### src/rtl/ldm_addr_gen_pkg.sv
// Shared types and helpers for the LDM/STM address generator.
package ldm_addr_gen_pkg;

  typedef enum logic [1:0] {
    StIdle,
    StXfer,
    StWb
  } state_e;

  localparam int unsigned WORD_BYTES = 4;

  function automatic logic [4:0] popcount16(input logic [15:0] vec);
    logic [4:0] cnt;
    cnt = '0;
    for (int i = 0; i < 16; i++) begin
      cnt = cnt + {4'b0000, vec[i]};
    end
    return cnt;
  endfunction

endpackage

### src/rtl/ldm_popcount.sv
// Combinational 16-bit population count.
module ldm_popcount
  import ldm_addr_gen_pkg::*;
(
  input  logic [15:0] vec_i,
  output logic [4:0]  cnt_o
);

  assign cnt_o = popcount16(vec_i);

endmodule

### src/rtl/ldm_addr_gen.sv
// Turns LDM/STM sequencer strobes into registered data-bus requests and a base writeback.
// Optional unaligned-base flag is built only when LDM_ADDR_ALIGN_CHK_EN is defined.
module ldm_addr_gen
  import ldm_addr_gen_pkg::*;
#(
  parameter int unsigned AW = 32
) (
  input  logic          clk,
  input  logic          rst_n,
  input  logic          en,
  input  logic          i_start,
  input  logic [AW-1:0] i_base,
  input  logic [3:0]    i_rn,
  input  logic [15:0]   i_reglist,
  input  logic          i_u,
  input  logic          i_w,
  input  logic          i_l,
  input  logic          i_mem_vld,
  input  logic [AW-1:0] i_offset,
  input  logic [3:0]    i_reg_code,
  input  logic          i_dmem_ready,
  output logic          o_dmem_req,
  output logic          o_dmem_we,
  output logic [AW-1:0] o_dmem_addr,
  output logic [3:0]    o_dmem_reg,
  output logic          o_stall,
  output logic          o_busy,
  output logic          o_wb_vld,
  output logic [3:0]    o_wb_reg,
  output logic [AW-1:0] o_wb_data,
  output logic          o_align_fault
);

  state_e        state_q, state_d;
  logic [AW-1:0] base_q, base_d;
  logic [3:0]    rn_q, rn_d;
  logic          u_q, u_d, w_q, w_d, l_q, l_d, bil_q, bil_d;
  logic [4:0]    n_q, n_d, cnt_q, cnt_d;
  logic          req_q, req_d, we_q, we_d;
  logic [AW-1:0] addr_q, addr_d;
  logic [3:0]    reg_q, reg_d;

  logic [4:0]    list_cnt;
  logic          start_ok, capture, accept, last;
  logic [AW-1:0] xfer_sum, wb_span, wb_val;

  ldm_popcount u_popcount (
    .vec_i (i_reglist),
    .cnt_o (list_cnt)
  );

  assign start_ok = en & i_start & (list_cnt != 5'd0) & (state_q == StIdle);
  assign o_stall  = req_q & ~i_dmem_ready;
  assign capture  = en & i_mem_vld & ~o_stall & (state_q == StXfer);
  assign accept   = req_q & i_dmem_ready;
  assign last     = accept & ((cnt_q + 5'd1) == n_q);
  assign xfer_sum = u_q ? base_q + i_offset : base_q - i_offset;
  assign wb_span  = AW'(n_q) * AW'(WORD_BYTES);
  assign wb_val   = u_q ? base_q + wb_span : base_q - wb_span;

  always_comb begin
    state_d = state_q;
    base_d  = base_q;
    rn_d    = rn_q;
    u_d     = u_q;
    w_d     = w_q;
    l_d     = l_q;
    bil_d   = bil_q;
    n_d     = n_q;
    cnt_d   = cnt_q;
    req_d   = req_q;
    we_d    = we_q;
    addr_d  = addr_q;
    reg_d   = reg_q;
    case (state_q)
      StIdle: begin
        if (start_ok) begin
          state_d = StXfer;
          base_d  = {i_base[AW-1:2], 2'b00};
          rn_d    = i_rn;
          u_d     = i_u;
          w_d     = i_w;
          l_d     = i_l;
          bil_d   = i_reglist[i_rn];
          n_d     = list_cnt;
          cnt_d   = '0;
        end
      end
      StXfer: begin
        if (capture) begin
          req_d  = 1'b1;
          we_d   = ~l_q;
          addr_d = {xfer_sum[AW-1:2], 2'b00};
          reg_d  = i_reg_code;
        end else if (accept) begin
          req_d = 1'b0;
        end
        if (accept) begin
          cnt_d = cnt_q + 5'd1;
        end
        // Final acceptance wins over any stray capture in the same cycle.
        if (last) begin
          req_d   = 1'b0;
          state_d = StWb;
        end
      end
      StWb: begin
        state_d = StIdle;
        cnt_d   = '0;
      end
      default: state_d = StIdle;
    endcase
  end

  always_ff @(posedge clk or negedge rst_n) begin
    if (!rst_n) begin
      state_q <= StIdle;
      base_q  <= '0;
      rn_q    <= '0;
      u_q     <= 1'b0;
      w_q     <= 1'b0;
      l_q     <= 1'b0;
      bil_q   <= 1'b0;
      n_q     <= '0;
      cnt_q   <= '0;
      req_q   <= 1'b0;
      we_q    <= 1'b0;
      addr_q  <= '0;
      reg_q   <= '0;
    end else begin
      state_q <= state_d;
      base_q  <= base_d;
      rn_q    <= rn_d;
      u_q     <= u_d;
      w_q     <= w_d;
      l_q     <= l_d;
      bil_q   <= bil_d;
      n_q     <= n_d;
      cnt_q   <= cnt_d;
      req_q   <= req_d;
      we_q    <= we_d;
      addr_q  <= addr_d;
      reg_q   <= reg_d;
    end
  end

  assign o_dmem_req  = req_q;
  assign o_dmem_we   = we_q;
  assign o_dmem_addr = addr_q;
  assign o_dmem_reg  = reg_q;
  assign o_busy      = (state_q != StIdle);
  // A loaded base register wins over the writeback.
  assign o_wb_vld    = (state_q == StWb) & w_q & ~(l_q & bil_q);
  assign o_wb_reg    = (state_q == StWb) ? rn_q : 4'd0;
  assign o_wb_data   = (state_q == StWb) ? wb_val : '0;

`ifdef LDM_ADDR_ALIGN_CHK_EN
  logic align_q, align_d;

  always_comb begin
    align_d = align_q;
    if (start_ok) begin
      align_d = |i_base[1:0];
    end else if (state_q == StWb) begin
      align_d = 1'b0;
    end
  end

  always_ff @(posedge clk or negedge rst_n) begin
    if (!rst_n) begin
      align_q <= 1'b0;
    end else begin
      align_q <= align_d;
    end
  end

  assign o_align_fault = align_q;
`else
  logic unused_base_lo;
  assign unused_base_lo = ^i_base[1:0];
  assign o_align_fault  = 1'b0;
`endif

endmodule
### config.mk
export PLATFORM = sky130hd
export DESIGN_NAME = ldm_addr_gen
export DESIGN_NICKNAME = d
export VERILOG_FILES = /design/src/rtl/ldm_addr_gen_pkg.sv /design/src/rtl/ldm_popcount.sv /design/src/rtl/ldm_addr_gen.sv
export SDC_FILE = /design/constraint.sdc
export NUM_CORES = 1
export LEC_CHECK = 0
export CORE_MARGIN = 1.5
export CORE_UTILIZATION = 44
export DETAILED_ROUTE_END_ITERATION = 10
export DONT_BUFFER_PORTS = 1
export SYNTH_ARGS = -nofsm -noshare
export SYNTH_HDL_FRONTEND = slang
export SYNTH_HIERARCHICAL = 1
export SYNTH_SLANG_ARGS = --single-unit
### constraint.sdc
create_clock -name clk -period 7.2 [get_ports clk]
set_clock_uncertainty 0.1 [all_clocks]
set_input_delay 0 -clock clk [delete_from_list [all_inputs] [get_ports clk]]
set_output_delay 0 -clock clk [all_outputs]
set_load 0.05 [all_outputs]
==> flow_metrics.py <==
metrics = {
    "critical_path": {
        "cp.arrival_ns": 5.30,
        "worstPathRequired_ns": 7.10,
        "startpoint_type": "flip-flop",
        "cp-end-kind": "primary output",
        "crit_fanout": 5,
        "critPathKind": "reg -> out",
    },
    "final_layout": {
        "area_growth_syn_to_layout_pct": 12.3,
        "nets": 1248,
        "fin_cells": 1283,
        "drive_above_1_share": 0.0868,
    },
    "synth": {
        "syn_area_per_cell_um2": 8.28,
        "ys_warn_count": 6,
        "yosysSeqAreaShare": 0.256,
        "synth_area_leaders": "dfrtp_1 26%, ha_1 14%, mux2_2 5.3%",
        "syn_inst": 1017,
        "yosysMostFrequentCell": "ha_1",
        "synth_edf_count": 0,
        "synth_seq_cells": 86,
        "syn_area_um2": 8420,
        "synth_top_cell_area_share": 0.256,
        "synth_flop_cell": "dfrtp_1",
        "synth_cell_types": 68,
        "synth_largest_area_cell": "dfrtp_1",
        "yosys-top-cells-count": "96 x ha_1, 94 x inv_1, 94 x nand2_1, 87 x a21oi_1, 86 x dfrtp_1",
        "async_reset_ff_frac": 1.00,
    },
    "sta": {
        "clock.fmax_mhz": 185,
        "hold_slack_ns": 0.00985,
        "setup_violations": 0,
        "worst-slew-pin-transition_ns": 1.09,
        "rsz0062_at_grt": "no",
        "finalSetupTns_ns": 0,
        "fin_crit_ns": 5.40,
        "finalCritPeriodShare": 0.750,
        "slew_viol_final": 0,
        "hold_viol": 0,
        "relSlewSlack": 0.249,
        "final.setup.worst_slack_ns": 1.80,
    },
    "outcome": {
        "status": "completed",
    },
    "clock_tree": {
        "htree_levels": 3,
        "path_clk_slew_ns": 0.07,
        "cts.path.max_buffers": 2,
        "clkLatencyLatePin_ns": 0.36,
        "clock-sinks": 86,
        "cts_setup_buffers": 0,
        "root_buffer": "clkbuf_16",
        "cts_tree": "done",
        "post_cts_resized": 0,
        "numCtsBuffers": 9,
    },
    "floorplanning": {
        "core_area_um2": 18800,
        "io_pins": 175,
        "row_count": 50,
        "die_area_um2": 20000,
        "initial_utilization": 0.449,
        "die_w_um": 141,
        "die_y_um": 141,
    },
    "place": {
        "placed_cells_incl_taps": 1216,
        "place_ws_ns": 2.20,
        "routabilityCongestion": 0.898,
        "portBuffers": 0,
        "hpwl_um": 17700,
    },
    "drt": {
        "first_pass_iters": 5,
        "drtIter0Drc": 559,
        "routed-via-count": 7340,
        "avgViaCountPerCell": 5.72,
        "ant_nets": 0,
        "routed_wl_um": 23000,
        "wl_per_cell_um": 17.9,
        "drcViolationCount": 0,
    },
    "grt": {
        "overflow": 0,
        "grt_max_degree": 87,
        "grt_first_pass_wirelength_um": 37100,
        "grt_pass1_vias": 7202,
        "antenna_found_initial": 1,
        "track_usage": 0.236,
    },
    "power": {
        "powerDensity_nw_per_um2": 557,
        "ir_drop_uv": 199,
        "p_leak_nw": 4.38,
    },
    "run": {
        "drv_cap": 0,
    },
    "worst_hold_path": {
        "hold_path_class": "in -> reg",
    },
}
[area by class of cell]
class | instances | area (µm²)
Fill cell | 1826 | 9310
Clock inverter | 5 | 82.6
Multi-Input combinational cell | 796 | 5770
Antenna cell | 1 | 2.50
Sequential cell | 86 | 2150
Inverter | 95 | 357
Tap cell | 234 | 293
Clock buffer | 11 | 243
Timing Repair Buffer | 55 | 556
[cells by family after synthesis]
| logic type | synth area share |
|---|---|
| DFF | 0.256 |
| xor gates and xnor gates | 0.0655 |
| and+or+nand+nor | 0.158 |
| buffers and inverters | 0.0646 |
| muxes | 0.0716 |
| AOI/OAI and AO/OA | 0.213 |
| other | 0.000445 |
| adders and majority gates | 0.171 |
[cell usage in the layout (no fill, tap or decap), drive strengths merged, types with 8 or more instances in the layout]
master,n
a211oi,8
a21o,24
a21oi,90
a31oi,16
clkbuf,11
dfrtp,86
dlygate4sd3,49
fa,12
ha,96
inv,95
mux2,40
nand2,94
nand2b,15
nand3,19
nand4,8
nor2,85
nor2b,9
nor3,14
o21a,8
o21ai,83
o31ai,10
xnor2,44
xor2,19
[where the power goes]
group          internal [W]  switching (W)  total [W]
registers          0.000707       0.000591    0.00130
logic               0.00146        0.00198    0.00344
clock network      0.000315       0.000213   0.000528
total               0.00248        0.00278    0.00527
[critical path: stages (launching register included)]
cell	delay, ns
dfrtp_1	0.43
inv_1	0.11
ha_1	0.16
nor3b_1	0.26
ha_1	0.28
mux2_2	0.27
ha_1	0.34
a21boi_0	0.34
o21ai_0	0.17
a211oi_1	0.41
o21ai_0	0.27
o31ai_1	0.58
nand2_1	0.17
nand3b_1	0.18
a311oi_1	0.12
mux2i_1	0.84
[final timing paths]
| kind | cells past startpoint | to | startpoint | slack (ns) |
|---|---|---|---|---|
| min in group asynchronous | 2 | cnt_q[2] | rst_n | 0.09 |
| hold / removal | 4 | o_dmem_addr[2] | i_offset[2] | 0.01 |
| max in group asynchronous | 2 | o_dmem_addr[23] | rst_n | 6.52 |
| hold reg to reg | 1 | rn_q[0] | rn_q[0] | 0.40 |
| setup / recovery | 15 | o_wb_data[30] | n_q[0] | 1.80 |
| setup reg to reg | 13 | o_dmem_addr[28] | base_q[2] | 3.62 |
[what timing repair did]
| action | CTS | global route |
|---|---|---|
| hold endpoints to repair | 139 | 0 |
| setup endpoints to repair | 0 | 0 |
| hold buffers | 50 | 0 |
[per-layer routing]
layer | up-vias | share of wire | track usage | routed length [µm]
met1 | 3439 | 0.47 | 0.320 | 10800
met5 | - | 0 | 0 | 0
li1 | 3630 | - | - | -
met4 | 0 | 0.024 | 0.0800 | 549
met2 | 238 | 0.45 | 0.370 | 10300
met3 | 33 | 0.062 | 0.0543 | 1420
[per-stage QoR]
step / cell area, µm² / total power, W / util
2_1_floorplan: 8440 / 0.00393 / -
3_3_place_gp: 8610 / 0.00464 / 0.459
3_5_place_dp: 8610 / 0.00468 / 0.459
4_1_cts: 9460 / 0.00526 / 0.504
5_1_grt: 9460 / 0.00577 / 0.504
6_report: 9460 / 0.00527 / 0.504
Note: power is estimated with default switching activity, not from simulation.
